`src/rtl/bch_chien_search_pkg.sv`:
```
// Shared GF(2^m) definitions for the BCH Chien search stage: default
// parameters, common types and constant Galois-field helper functions.
package bch_chien_search_pkg;

  localparam int M_DEF = 8;
  localparam int T_DEF = 8;
  localparam int MAX_M = 16;
  localparam int PTR_W = 4;

  typedef logic [PTR_W-1:0] ptr_t;
  typedef logic [MAX_M-1:0] gf_word_t;

  typedef enum logic {
    ST_IDLE   = 1'b0,
    ST_SEARCH = 1'b1
  } state_t;

  // Low-order terms of the primitive polynomial for GF(2^mm); the x^mm term is implicit.
  function automatic gf_word_t gf_prim_poly(input int mm);
    gf_word_t p;
    case (mm)
      3:       p = 16'h0003;  // x^3+x+1
      4:       p = 16'h0003;  // x^4+x+1
      5:       p = 16'h0005;  // x^5+x^2+1
      6:       p = 16'h0003;  // x^6+x+1
      7:       p = 16'h0009;  // x^7+x^3+1
      9:       p = 16'h0011;  // x^9+x^4+1
      10:      p = 16'h0009;  // x^10+x^3+1
      11:      p = 16'h0005;  // x^11+x^2+1
      12:      p = 16'h0053;  // x^12+x^6+x^4+x+1
      13:      p = 16'h001B;  // x^13+x^4+x^3+x+1
      14:      p = 16'h0443;  // x^14+x^10+x^6+x+1
      15:      p = 16'h0003;  // x^15+x+1
      16:      p = 16'h100B;  // x^16+x^12+x^3+x+1
      default: p = 16'h001D;  // x^8+x^4+x^3+x^2+1
    endcase
    return p;
  endfunction

  // Shift-and-add product in GF(2^mm); with a constant b it reduces to an XOR network.
  function automatic gf_word_t gf_mult_a_by_b(input gf_word_t a, input gf_word_t b, input int mm);
    gf_word_t mask;
    gf_word_t hibit;
    gf_word_t poly;
    gf_word_t aa;
    gf_word_t bb;
    gf_word_t p;
    logic     carry;
    mask  = (gf_word_t'(1) << mm) - gf_word_t'(1);
    hibit = gf_word_t'(1) << (mm - 1);
    poly  = gf_prim_poly(mm);
    aa    = a & mask;
    bb    = b;
    p     = '0;
    for (int i = 0; i < MAX_M; i++) begin
      if (i < mm) begin
        if (bb[0]) p = p ^ aa;
        carry = |(aa & hibit);
        aa    = (aa << 1) & mask;
        if (carry) aa = aa ^ poly;
        bb    = bb >> 1;
      end
    end
    return p;
  endfunction

  // alpha^e in GF(2^mm); intended for elaboration-time constants only.
  function automatic gf_word_t gf_alpha_pow(input int e, input int mm);
    gf_word_t p;
    p = gf_word_t'(1);
    for (int k = 0; k < e; k++) p = gf_mult_a_by_b(p, gf_word_t'(2), mm);
    return p;
  endfunction

endpackage

```
`src/rtl/bch_chien_search_if.sv`:
```
// Link between the Berlekamp stage and the Chien search: locator polynomial
// handshake in, per-position error-flag stream and frame verdict out.
interface bch_chien_search_if import bch_chien_search_pkg::*; #(
  parameter int m = M_DEF,
  parameter int t = T_DEF
);

  localparam int CW = $clog2(t + 2);

  logic                  iloc_poly_val;
  logic [0:t][m-1:0]     iloc_poly;
  ptr_t                  iloc_poly_ptr;
  logic                  iloc_failed;
  logic                  ordy;
  logic                  oval;
  logic                  osop;
  logic                  oeop;
  logic                  oerr;
  ptr_t                  optr;
  logic [CW-1:0]         oerr_cnt;
  logic                  odecfail;

  // Upstream / stimulus side.
  modport master (
    output iloc_poly_val, iloc_poly, iloc_poly_ptr, iloc_failed,
    input  ordy, oval, osop, oeop, oerr, optr, oerr_cnt, odecfail
  );

  // Chien search side.
  modport slave (
    input  iloc_poly_val, iloc_poly, iloc_poly_ptr, iloc_failed,
    output ordy, oval, osop, oeop, oerr, optr, oerr_cnt, odecfail
  );

endinterface

```
`src/rtl/bch_chien_search_cell.sv`:
```
// One Chien term register r_j: loads Lambda_j*alpha^j on accept and is
// multiplied by the constant alpha^j on every evaluated position.
module bch_chien_cell import bch_chien_search_pkg::*; #(
  parameter int m = M_DEF,
  parameter int j = 0
) (
  input  logic         iclk,
  input  logic         iload,
  input  logic         ienable,
  input  logic [m-1:0] icoef,
  output logic [m-1:0] onext
);

  localparam gf_word_t ALPHA_J = gf_alpha_pow(j, m);

  logic [m-1:0] r_q;

  // Next term value; a single constant multiplier serves both load and step.
  always_comb begin
    onext = m'(gf_mult_a_by_b(gf_word_t'(iload ? icoef : r_q), ALPHA_J, m));
  end

  // Term register update.
  // NOTE: datapath register deliberately has no reset; it is always reloaded on accept before use.
  always_ff @(posedge iclk) begin
    if (ienable) r_q <= onext;
  end

endmodule

```
`src/rtl/bch_chien_search.sv`:
```
// Chien search: evaluates the locator polynomial at every codeword position,
// highest position first, and reports root count and decode failure per frame.
// Outputs are fully registered: each cycle computes the position shown next cycle.
module bch_chien_search import bch_chien_search_pkg::*; #(
  parameter int m = M_DEF,
  parameter int n = (1 << m) - 1,
  parameter int t = T_DEF
) (
  input  logic               iclk,
  input  logic               ireset,
  bch_chien_search_if.slave  bus
);

  typedef logic [m-1:0] data_t;

  localparam int CW = $clog2(t + 2);
  localparam int PW = $clog2(n);

  state_t        state, state_nx;
  logic [PW-1:0] c, c_nx;
  logic          last, rdy, accept, eval;

  data_t         next_r  [0:t];
  data_t         xor_acc [0:t+1];
  logic [t:0]    nz;
  data_t         syn;
  logic          root;

  logic          fail_q, lam0_q;
  logic [CW-1:0] deg_q, cnt_q;
  logic          lam0_in, fail_n, lam0_n;
  logic [CW-1:0] deg_in, deg_n, cnt_base, cnt_sum;
  logic          eop_nx;

  // Term registers and the XOR tree giving Lambda at the position computed this cycle.
  assign xor_acc[0] = '0;
  for (genvar j = 0; j <= t; j++) begin : g_cell
    bch_chien_cell #(.m(m), .j(j)) u_cell (
      .iclk    (iclk),
      .iload   (accept),
      .ienable (eval),
      .icoef   (bus.iloc_poly[j]),
      .onext   (next_r[j])
    );
    assign xor_acc[j+1] = xor_acc[j] ^ next_r[j];
    assign nz[j]        = |bus.iloc_poly[j];
  end
  assign syn  = xor_acc[t+1];
  assign root = (syn == '0);

  // State and position register.
  // NOTE: sequential state uses non-blocking assignments so every register samples pre-edge values.
  always_ff @(posedge iclk) begin
    if (ireset) begin
      state <= ST_IDLE;
      c     <= '0;
    end else begin
      state <= state_nx;
      c     <= c_nx;
    end
  end

  // Next state: stay in SEARCH across a back-to-back accept, otherwise leave after position 0.
  // NOTE: defaults first so no path leaves a combinational output unassigned (no latch).
  always_comb begin
    state_nx = state;
    c_nx     = c;
    unique case (state)
      ST_IDLE: begin
        if (accept) begin
          state_nx = ST_SEARCH;
          c_nx     = '0;
        end
      end
      ST_SEARCH: begin
        if (accept) begin
          c_nx = '0;
        end else if (last) begin
          state_nx = ST_IDLE;
          c_nx     = '0;
        end else begin
          c_nx = c + PW'(1);
        end
      end
    endcase
  end

  // FSM outputs: ready, accept and whether a position is evaluated this cycle.
  always_comb begin
    last     = (state == ST_SEARCH) && (c == PW'(n - 1));
    rdy      = (state == ST_IDLE) || last;
    accept   = bus.iloc_poly_val && rdy && !ireset;
    eval     = accept || ((state == ST_SEARCH) && !last);
    bus.ordy = rdy;
  end

  // Frame attributes for the position computed now: fresh on accept, latched otherwise.
  always_comb begin
    logic [t:0] nzv;
    deg_in = '0;
    nzv    = nz;
    for (int j = 0; j <= t; j++) begin
      if (nzv[0]) deg_in = CW'(j);
      nzv = nzv >> 1;
    end
    lam0_in  = ~nz[0];
    fail_n   = accept ? bus.iloc_failed : fail_q;
    lam0_n   = accept ? lam0_in : lam0_q;
    deg_n    = accept ? deg_in : deg_q;
    cnt_base = accept ? '0 : cnt_q;
    cnt_sum  = (cnt_base == CW'(t + 1)) ? cnt_base : cnt_base + CW'(root);
    eop_nx   = eval && (c_nx == PW'(n - 1));
  end

  // Registered output stream, frame latches and end-of-frame verdict.
  always_ff @(posedge iclk) begin
    if (ireset) begin
      bus.oval     <= 1'b0;
      bus.osop     <= 1'b0;
      bus.oeop     <= 1'b0;
      bus.oerr     <= 1'b0;
      bus.optr     <= '0;
      bus.oerr_cnt <= '0;
      bus.odecfail <= 1'b0;
      fail_q       <= 1'b0;
      lam0_q       <= 1'b0;
      deg_q        <= '0;
      cnt_q        <= '0;
    end else begin
      bus.oval <= eval;
      bus.osop <= accept;
      bus.oeop <= eop_nx;
      bus.oerr <= eval && root && !fail_n && !lam0_n;
      if (accept) begin
        bus.optr <= bus.iloc_poly_ptr;
        fail_q   <= bus.iloc_failed;
        lam0_q   <= lam0_in;
        deg_q    <= deg_in;
      end
      if (eval) cnt_q <= cnt_sum;
      if (eop_nx) begin
        bus.oerr_cnt <= cnt_sum;
        bus.odecfail <= fail_n || lam0_n || (cnt_sum != deg_n);
      end
    end
  end

endmodule
```
`src/flat_wrapper.sv`:
```
// flat-port wrapper written by rule: the top's interface ports become plain ports
module bch_chien_search_flat import bch_chien_search_pkg::*;
#(
  parameter int m = M_DEF,
  parameter int n = (1 << m) - 1,
  parameter int t = T_DEF
)
  (iclk, ireset, bus_iloc_poly_val, bus_iloc_poly, bus_iloc_poly_ptr, bus_iloc_failed, bus_ordy, bus_oval, bus_osop, bus_oeop, bus_oerr, bus_optr, bus_oerr_cnt, bus_odecfail);
  bch_chien_search_if #(.m(m), .t(t)) bus_i ();
  input  logic iclk;
  input  logic ireset;
  input wire logic [$bits(bus_i.iloc_poly_val)-1:0] bus_iloc_poly_val;
  input wire logic [$bits(bus_i.iloc_poly)-1:0] bus_iloc_poly;
  input wire logic [$bits(bus_i.iloc_poly_ptr)-1:0] bus_iloc_poly_ptr;
  input wire logic [$bits(bus_i.iloc_failed)-1:0] bus_iloc_failed;
  output wire logic [$bits(bus_i.ordy)-1:0] bus_ordy;
  output wire logic [$bits(bus_i.oval)-1:0] bus_oval;
  output wire logic [$bits(bus_i.osop)-1:0] bus_osop;
  output wire logic [$bits(bus_i.oeop)-1:0] bus_oeop;
  output wire logic [$bits(bus_i.oerr)-1:0] bus_oerr;
  output wire logic [$bits(bus_i.optr)-1:0] bus_optr;
  output wire logic [$bits(bus_i.oerr_cnt)-1:0] bus_oerr_cnt;
  output wire logic [$bits(bus_i.odecfail)-1:0] bus_odecfail;
  assign bus_i.iloc_poly_val = bus_iloc_poly_val;
  assign bus_i.iloc_poly = bus_iloc_poly;
  assign bus_i.iloc_poly_ptr = bus_iloc_poly_ptr;
  assign bus_i.iloc_failed = bus_iloc_failed;
  assign bus_ordy = bus_i.ordy;
  assign bus_oval = bus_i.oval;
  assign bus_osop = bus_i.osop;
  assign bus_oeop = bus_i.oeop;
  assign bus_oerr = bus_i.oerr;
  assign bus_optr = bus_i.optr;
  assign bus_oerr_cnt = bus_i.oerr_cnt;
  assign bus_odecfail = bus_i.odecfail;
  bch_chien_search #(.m(m), .n(n), .t(t)) u_core (.iclk(iclk), .ireset(ireset), .bus(bus_i));
endmodule
```
`config.mk`:
```
export PLATFORM = sky130hd
export DESIGN_NAME = bch_chien_search_flat
export DESIGN_NICKNAME = d
export VERILOG_FILES = /design/src/rtl/bch_chien_search_pkg.sv /design/src/rtl/bch_chien_search_if.sv /design/src/rtl/bch_chien_search_cell.sv /design/src/rtl/bch_chien_search.sv /design/src/flat_wrapper.sv
export SDC_FILE = /design/constraint.sdc
export NUM_CORES = 1
export LEC_CHECK = 0
export BUFFER_PORTS_ARGS = -buffer_cell sky130_fd_sc_hd__buf_2
export CORE_AREA = 4 4 123 114
export CTS_CLUSTER_DIAMETER = 150
export DETAILED_ROUTE_END_ITERATION = 16
export DIE_AREA = 0 0 127 118
export PLACE_DENSITY_LB_ADDON = 0.3
export SKIP_LAST_GASP = 1
export SYNTH_ARGS = -nofsm -noshare
export SYNTH_HDL_FRONTEND = slang
export SYNTH_SLANG_ARGS = --single-unit
export TNS_END_PERCENT = 20
```
`constraint.sdc`:
```
create_clock -name iclk -period 5.4 [get_ports iclk]
set_input_delay 0.54 -clock iclk [delete_from_list [all_inputs] [get_ports iclk]]
set_output_delay 0.54 -clock iclk [all_outputs]
set_load 0.01 [all_outputs]
```
### Word level (Yosys, flattened, before mapping)

Index checks and enable logic that the tools add are counted.

| storage, ports and cells | value |
|---|---|
| flip-flop bits (word level) | 104 |
| input bits | 80 |

| cells by class | value |
|---|---|
| muxes and demuxes | 62 |
| reductions and logical operators | 26 |
| add/sub/neg operators | 2 |
| equality and inequality tests | 4 |
| bitwise logic cells | 45 |

Operator list:

| cell | count |
|---|---|
| 5-bit 2-to-1 mux | 32 |
| 4-bit inverter | 32 |
| 8-bit 2-to-1 mux | 12 |
| 8-bit XOR | 11 |
| 8-bit OR reduction | 9 |
| 8-bit == test (second input constant) | 2 |
| 4-bit 2-to-1 mux | 4 |
| 8-bit case mux with 2 select lines | 1 |
| 3-bit 2-to-1 mux | 4 |
| 8-bit by 1-bit adder with 8-bit output (second input constant) | 1 |
| 1-bit logical AND | 8 |
| 8-bit zero test | 1 |
| 1-bit 2-to-1 mux | 6 |
| 4-bit by 1-bit adder with 4-bit output | 1 |
| 4-bit == test (second input constant) | 1 |
| 1-bit zero test | 4 |
| 1-bit logical OR | 4 |
| 2-bit 2-to-1 mux | 2 |
| 4-bit inequality test | 1 |
| 1-bit inverter | 2 |
| 1-bit case mux with 2 select lines | 1 |

### Logic depth before layout (Yosys ltp)

| logic depth | value |
|---|---|
| depth in word-level cells | 27 |
| mapped depth | 21 |
| mapped depth without buffers | 18 |

### Cells and area by module

From an unflattened synthesis, not the netlist that was laid out.

| unflattened totals | value |
|---|---|
| cell total of the unflattened synthesis | 575 |
| area, all modules | 6925.4 um^2 |

By module, submodules not included:

| module | cells an instance | area each (um^2) | times used |
|---|---|---|---|
| bch_chien_search | 283 | 2424.8 | 1 |
| bch_chien_cell (u_core.g_cell[8].u_cell) | 47 | 655.6 | 1 |
| bch_chien_cell (u_core.g_cell[6].u_cell) | 51 | 615.6 | 1 |
| bch_chien_cell (u_core.g_cell[7].u_cell) | 38 | 605.6 | 1 |
| bch_chien_cell (u_core.g_cell[5].u_cell) | 32 | 490.5 | 1 |
| bch_chien_cell (u_core.g_cell[4].u_cell) | 34 | 479.2 | 1 |
| bch_chien_cell (u_core.g_cell[2].u_cell) | 23 | 451.7 | 1 |
| bch_chien_cell (u_core.g_cell[3].u_cell) | 27 | 440.4 | 1 |
| bch_chien_cell (u_core.g_cell[1].u_cell) | 23 | 390.4 | 1 |
| bch_chien_cell (u_core.g_cell[0].u_cell) | 17 | 371.6 | 1 |

### Worst setup path after synthesis

No wires, ideal clock.

| timing path | value |
|---|---|
| kind | register to register |
| from | register u_core.c[0] |
| to | register u_core.bus.odecfail |
| slack | 1.746 ns |
| data required time | 5.280 ns |
| library setup time | 0.120 ns |
| data arrival time | 3.534 ns |
| stages on the path, launching flop included | 19 |
| clock period less this slack | 3.654 ns |
| path buffers | 1 |
| path through | dfxtp_1 > inv_1 > ha_1 > nand3_1 > o21ai_4 > nand2b_2 > buf_6 > mux2i_4 > xnor2_1 > xnor3_1 > xnor3_1 > nor3_1 > ha_1 > nand3_1 > xor2_1 > nor2_1 > xor2_1 > nand4_1 > o31a_1 |

RTL lines:

| element | line | RTL |
|---|---|---|
| start: declaration | bch_chien_search.sv:20 | `logic [PW-1:0] c, c_nx;` |
| start signal: assignment | bch_chien_search.sv:59 | `c <= c_nx;` |
| 8-bit == test (*) | bch_chien_search.sv:90 | `last = (state == ST_SEARCH) && (c == PW'(n - 1));` |
| 1-bit logical AND (*) | bch_chien_search.sv:90 |  |
| 1-bit logical OR (*) | bch_chien_search.sv:91 | `rdy = (state == ST_IDLE) \|\| last;` |
| named net bus_ordy | flat_wrapper.sv:16 | `output wire logic [$bits(bus_i.ordy)-1:0] bus_ordy;` |
| 1-bit logical AND (*) (2 in a row) | bch_chien_search.sv:92 | `accept = bus.iloc_poly_val && rdy && !ireset;` |
| 8-bit 2-to-1 mux (*) | bch_chien_search_cell.sv:20 | `onext = m'(gf_mult_a_by_b(gf_word_t'(iload ? icoef : r_q), ALPHA_J, m));` |
| 5-bit 2-to-1 mux (2 in a row) | bch_chien_search_pkg.sv:60 | `if (carry) aa = aa ^ poly;` |
| 4-bit inverter (no line) | -- |  |
| 5-bit 2-to-1 mux (*) | bch_chien_search_pkg.sv:60 |  |
| named net u_core.g_cell[3].u_cell.onext[2] | bch_chien_search_cell.sv:11 | `output logic [m-1:0] onext` |
| 8-bit XOR (*) (6 in a row) | bch_chien_search.sv:45 | `assign xor_acc[j+1] = xor_acc[j] ^ next_r[j];` |
| 8-bit zero test (*) | bch_chien_search.sv:49 | `assign root = (syn == '0);` |
| 4-bit by 1-bit adder with 4-bit output (*) | bch_chien_search.sv:111 | `cnt_sum = (cnt_base == CW'(t + 1)) ? cnt_base : cnt_base + CW'(root);` |
| 4-bit 2-to-1 mux (*) | bch_chien_search.sv:111 |  |
| 4-bit inequality test (*) | bch_chien_search.sv:143 | `bus.odecfail <= fail_n \|\| lam0_n \|\| (cnt_sum != deg_n);` |
| 1-bit logical OR (*) | bch_chien_search.sv:143 |  |
| end signal: assignment | bch_chien_search.sv:143 |  |
| end: declaration | bch_chien_search_if.sv:32 | `output ordy, oval, osop, oeop, oerr, optr, oerr_cnt, odecfail` |

Mark *: on every way through the listed nets, which the timed path passes. The rest lies on a longest branch.
A chain may end at the register's enable or synchronous reset.

### Worst setup path after layout

| timing path | value |
|---|---|
| from | register u_core.c[0] |
| to | register u_core.bus.odecfail |

RTL lines:

| element | line |
|---|---|
| 8-bit == test (*) | bch_chien_search.sv:90 |
| 1-bit logical AND (*) | bch_chien_search.sv:90 |
| 1-bit logical OR (*) | bch_chien_search.sv:91 |
| 1-bit logical AND (*) (2 in a row) | bch_chien_search.sv:92 |
| 8-bit 2-to-1 mux (*) | bch_chien_search_cell.sv:20 |
| 4-bit inverter (no line) | -- |
| 5-bit 2-to-1 mux (*) | bch_chien_search_pkg.sv:60 |
| named net u_core.g_cell[1].u_cell.onext[4] | bch_chien_search_cell.sv:11 |
| 8-bit XOR (*) (8 in a row) | bch_chien_search.sv:45 |
| 8-bit zero test (*) | bch_chien_search.sv:49 |
| 4-bit by 1-bit adder with 4-bit output (*) | bch_chien_search.sv:111 |
| 4-bit 2-to-1 mux (*) | bch_chien_search.sv:111 |
| 4-bit inequality test (*) | bch_chien_search.sv:143 |
| 1-bit logical OR (*) | bch_chien_search.sv:143 |

Marked as above.

==> impl_summary.log <==
[metrics] EDFF count, synth: 72
[metrics] hold wc startpoint: bus_iloc_poly_ptr[3]
[metrics] Via Count: 5620
[metrics] part of the power in registers: 23.1%
[metrics] Mean Syn Cell Area: 9.87 µm²
[metrics] post-synthesis sequential area ratio: 37.4%
[metrics] RSZ-0062 raised after global routing: false
[metrics] required time worst endpoint: 5.64 ns
[metrics] worst-path cell chain: inv_1 > ha_1 > nand3_1 > o21ai_4 > nand2b_4 > inv_2 > buf_12 > nand2_1 > o21ai_0 > xnor3_1 > xnor3_1 > nor3_1 > ha_1 > nand3_1 > xor2_1 > nor2_1 > xor2_1 > nand4_1 > o31a_1
[metrics] number of buffers inserted for hold repair after clock tree synthesis: 0
[metrics] number of setup buffers added after CTS: 0
[metrics] Peak VDD IR: 467 µV
[metrics] detailed-routing iteration count for the pre-antenna-repair pass: 5
[metrics] TritonCTS sink count: 104
[metrics] type of the tightest min-delay check: input port to flip-flop
[metrics] global route overflow: 0
[metrics] highest-delay cell along the critical path: sky130_fd_sc_hd__inv_2
[metrics] global-route met3 utilization: 5.26%
[metrics] number of vias per cell: 5.64
[metrics] cell internal power dissipation: 3.64 mW
[metrics] pwr/cell area: 731 nW/µm²
[metrics] layer carrying the most global-route usage: met2
[metrics] DRC marker count from the first detailed-route iteration: 567
[metrics] post-CTS sizing: 0
[metrics] vias in the first global route: 5594
[metrics] clock skew: 0.00624 ns
[metrics] row count: 39
[metrics] Clock Power Share: 10.4%
[metrics] maximum number of pins on one net before global-route repair: 57
[metrics] RR Startpoint: u_core.c[0]$_SDFF_PP0_
[metrics] final critical-path share of the clock period: 88.7%
[metrics] Clock transition at path regs: 0.07 ns
[metrics] overall routed net length: 18500 µm
[metrics] antenna cell count: 0
[metrics] worst slack, placed: 0.531 ns
[metrics] Critical Path Max Stage Delay: 0.41 ns
[metrics] status: complete, no violations
[metrics] GRT Overall Usage: 24.8%
[metrics] Switching Fraction: 40.2%
[metrics] Post-Syn Area: 7490 µm²
[metrics] global-route wire length before repair: 29300 µm
[metrics] Final min period: 4.79 ns
[metrics] WS Path Type: flip-flop to flip-flop
[metrics] H-tree level count: 3
[metrics] Final Max Slew Viols: 0
[metrics] Async S/R FF share, synth: 0%
[metrics] number of register bits inferred by synthesis: 104
[metrics] Die Y: 118 µm
[metrics] Initial Util: 59.5%
[metrics] tightest slew margin relative to the limit: 38.0%
[metrics] Die X: 127 µm
[metrics] detailed placer's ending HPWL: 14200 µm
[metrics] number of ports placed on the die boundary: 94
[metrics] Leak Pwr: 3.31 nW
[metrics] per-cell routed wire length: 18.5 µm
[metrics] CTS buffer count: 9
[metrics] switching power: 2.45 mW
[metrics] quantity of I/O buffers inserted on ports: 93
[metrics] CTS tree: yes
[metrics] post-route setup TNS: 0 ns
[metrics] Worst Path Max Fanout: 56
[metrics] origin of the worst setup path: u_core.c[0]$_SDFF_PP0_
[metrics] worst-case setup margin in the final layout: 0.611 ns
[metrics] final non-filler cell total: 996
[metrics] number of antenna violations at the first check in global routing: 0
[metrics] cell at the root of the clock tree: sky130_fd_sc_hd__clkbuf_16
[metrics] core area: 12600 µm²
[metrics] met1 track utilization from global routing: 34.4%
[metrics] element type at the critical path end: flip-flop
[metrics] Final #Nets: 911
[metrics] count of warnings emitted by yosys: 0
[metrics] startpoint type of the worst setup path: flip-flop
[metrics] endpoint arrival time on the critical path: 5.03 ns
[metrics] met2 layer usage reported by global route: 39.5%
[metrics] maximum capacitance violations: 0
[metrics] global placement routability congestion: 0.897
[metrics] area growth from synthesis to final layout: 11.3%
[metrics] clock network latency to the later pin of the worst-skew pair: 0.36 ns
[metrics] number of hold-slack violations in the final timing report: 0
[metrics] drc violations: 0
[metrics] slew at the pin closest to its max-slew limit: 0.927 ns
[metrics] Setup-failing EPs final: 0
[metrics] Routed Antenna Nets: 0
[metrics] most common flop cell mapped by yosys: sky130_fd_sc_hd__edfxtp_1
[metrics] power share of the combinational group: 66.5%
[metrics] total nets after synthesis: 843
[metrics] area of the die: 15000 µm²
[metrics] Post-Syn Instances: 759
[metrics] count of unique library cells instantiated by Yosys: 48
[metrics] Inst Count DP: 980
[metrics] maximum number of buffers from clock root to sink: 2
[metrics] fraction of final layout cells with drive strength greater than 1: 15.1%
[metrics] achievable clock frequency: 0.209 GHz
-- cell usage in the layout, fill, tap and decap left out, types with 3 or more instances in the layout --
cell                          n
sky130_fd_sc_hd__inv_1        4
sky130_fd_sc_hd__mux2i_1     25
sky130_fd_sc_hd__dfxtp_1     32
sky130_fd_sc_hd__xnor3_1     14
sky130_fd_sc_hd__edfxtp_1    72
sky130_fd_sc_hd__a21oi_1     32
sky130_fd_sc_hd__buf_4        4
sky130_fd_sc_hd__nor3_1       5
sky130_fd_sc_hd__nor2_1      44
sky130_fd_sc_hd__nand3_1     11
sky130_fd_sc_hd__nor2b_1      5
sky130_fd_sc_hd__nand2_1    110
sky130_fd_sc_hd__a31oi_1      5
sky130_fd_sc_hd__xnor2_1    189
sky130_fd_sc_hd__and3_1       3
sky130_fd_sc_hd__a211oi_1     4
sky130_fd_sc_hd__nand4_1      4
sky130_fd_sc_hd__ha_1         4
sky130_fd_sc_hd__buf_2       93
sky130_fd_sc_hd__clkbuf_16    9
sky130_fd_sc_hd__nand3b_1     4
sky130_fd_sc_hd__or4_1        7
sky130_fd_sc_hd__xor2_1      78
sky130_fd_sc_hd__nor4_1      13
sky130_fd_sc_hd__o31ai_1      3
sky130_fd_sc_hd__o21ai_0     20
sky130_fd_sc_hd__mux2i_4      3
-- synth_stat cells, drive strengths merged (2+ instances only) --
cell type / number / share of area (%)
buf: 9 / 0.84
o211ai: 2 / 0.20
or4: 7 / 0.70
nand3b: 4 / 0.40
nor4: 14 / 1.3
or3: 2 / 0.17
nand2b: 3 / 0.28
o21ai: 21 / 1.6
or2: 2 / 0.17
nand4: 5 / 0.62
nand2: 111 / 5.6
nor2: 44 / 2.2
clkbuf: 33 / 1.7
and3: 3 / 0.25
ha: 4 / 0.67
xnor3: 14 / 4.2
nor3: 5 / 0.33
a31oi: 5 / 0.42
o31ai: 3 / 0.30
xnor2: 189 / 22
xor2: 78 / 9.1
dfxtp: 32 / 8.6
inv: 5 / 0.25
a21oi: 32 / 2.1
nand3: 11 / 0.73
a21o: 2 / 0.20
nor2b: 5 / 0.42
mux2i: 29 / 4.4
a211oi: 4 / 0.40
edfxtp: 72 / 29
-- layout make-up --
type,count,area (µm²)
well taps,164,205
clock buffers,11,253
flip-flops and latches,104,2800
inverters,5,18.8
repair buffers,99,536
fillers,1011,4250
multi-input cells,608,4490
clock inverters,5,31.3
-- final timing paths --
check / slack, ns / cells after the start / end
min: 0.37 / 3 / u_core.bus.optr[3]$_SDFFE_PP0N_
min reg2reg: 0.46 / 2 / u_core.fail_q$_SDFF_PP0_
max reg2reg: 0.61 / 19 / u_core.bus.odecfail$_SDFFE_PP0P_
max: 0.61 / 19 / u_core.bus.odecfail$_SDFFE_PP0P_
-- worst max-delay path, delay by kind of cell, from the launching register on --
| family | cells | cell delay [ns] |
|---|---|---|
| flip-flops | 1 | 0.35 |
| AO/OA/AOI/OAI | 3 | 0.77 |
| XOR/XNOR | 4 | 1.05 |
| AND/OR/NAND/NOR | 7 | 1.20 |
| buffers and inverters | 3 | 0.84 |
| adder cells (fa/ha/maj) | 2 | 0.42 |
-- stage by stage --
step / util [%] / area [µm²] / hold slack [ns] / power [mW]
floorplan: - / 7490 / 0.436 / 4.62
finish: 66.2 / 8340 / 0.370 / 6.09
global placement: 64.0 / 8050 / 0.443 / 5.30
global route: 66.2 / 8340 / 0.381 / 6.48
detailed placement: 64.0 / 8050 / 0.456 / 5.39
CTS: 66.2 / 8340 / 0.363 / 6.06
-- routing by layer --
layer / share of wire [%] / vias to the layer above
met3: 8.7 / 23
met2: 48 / 266
met1: 42 / 2647
li1: - / 2684
met4: 1.7 / 0
met5: 0 / -
-- cell families (layout without fill, tap and decap cells) --
logic type | after synthesis | after routing | share of synthesized area (%)
AND/OR/NAND/NOR | 220 | 220 | 13.5
adder cells (fa/ha/maj) | 4 | 4 | 0.668
AO/OA/AOI/OAI | 74 | 74 | 5.80
XOR/XNOR | 281 | 281 | 35.4
multiplexers | 29 | 29 | 4.43
buffers and inverters | 47 | 120 | 2.76
flip-flops | 104 | 104 | 37.4
-- sequential cells by signal, summed over array words and instances, names as in the netlist --
| register | flops |
|---|---|
| u_core.g_cell.u_cell.r_q | 72 |
| u_core.c | 8 |
| u_core.bus.oerr_cnt | 4 |
| u_core.bus.optr | 4 |
| u_core.cnt_q | 4 |
| u_core.deg_q | 4 |
| u_core.bus.odecfail | 1 |
| u_core.bus.oeop | 1 |
| u_core.bus.oerr | 1 |
| u_core.bus.osop | 1 |
| u_core.bus.oval | 1 |
| u_core.fail_q | 1 |
| u_core.lam0_q | 1 |
| u_core.state | 1 |
-- power by group through the flow --
stage / logic (mW) / clock network [mW] / registers, mW
final: 4.05 / 0.631 / 1.41
after global routing: 4.37 / 0.669 / 1.43
after CTS: 4.02 / 0.636 / 1.41
after detailed placement: 3.97 / 0 / 1.42
after global placement: 3.89 / 0 / 1.41
after floorplan: 3.25 / 0 / 1.37
Note: power is estimated with default switching activity, not from simulation.
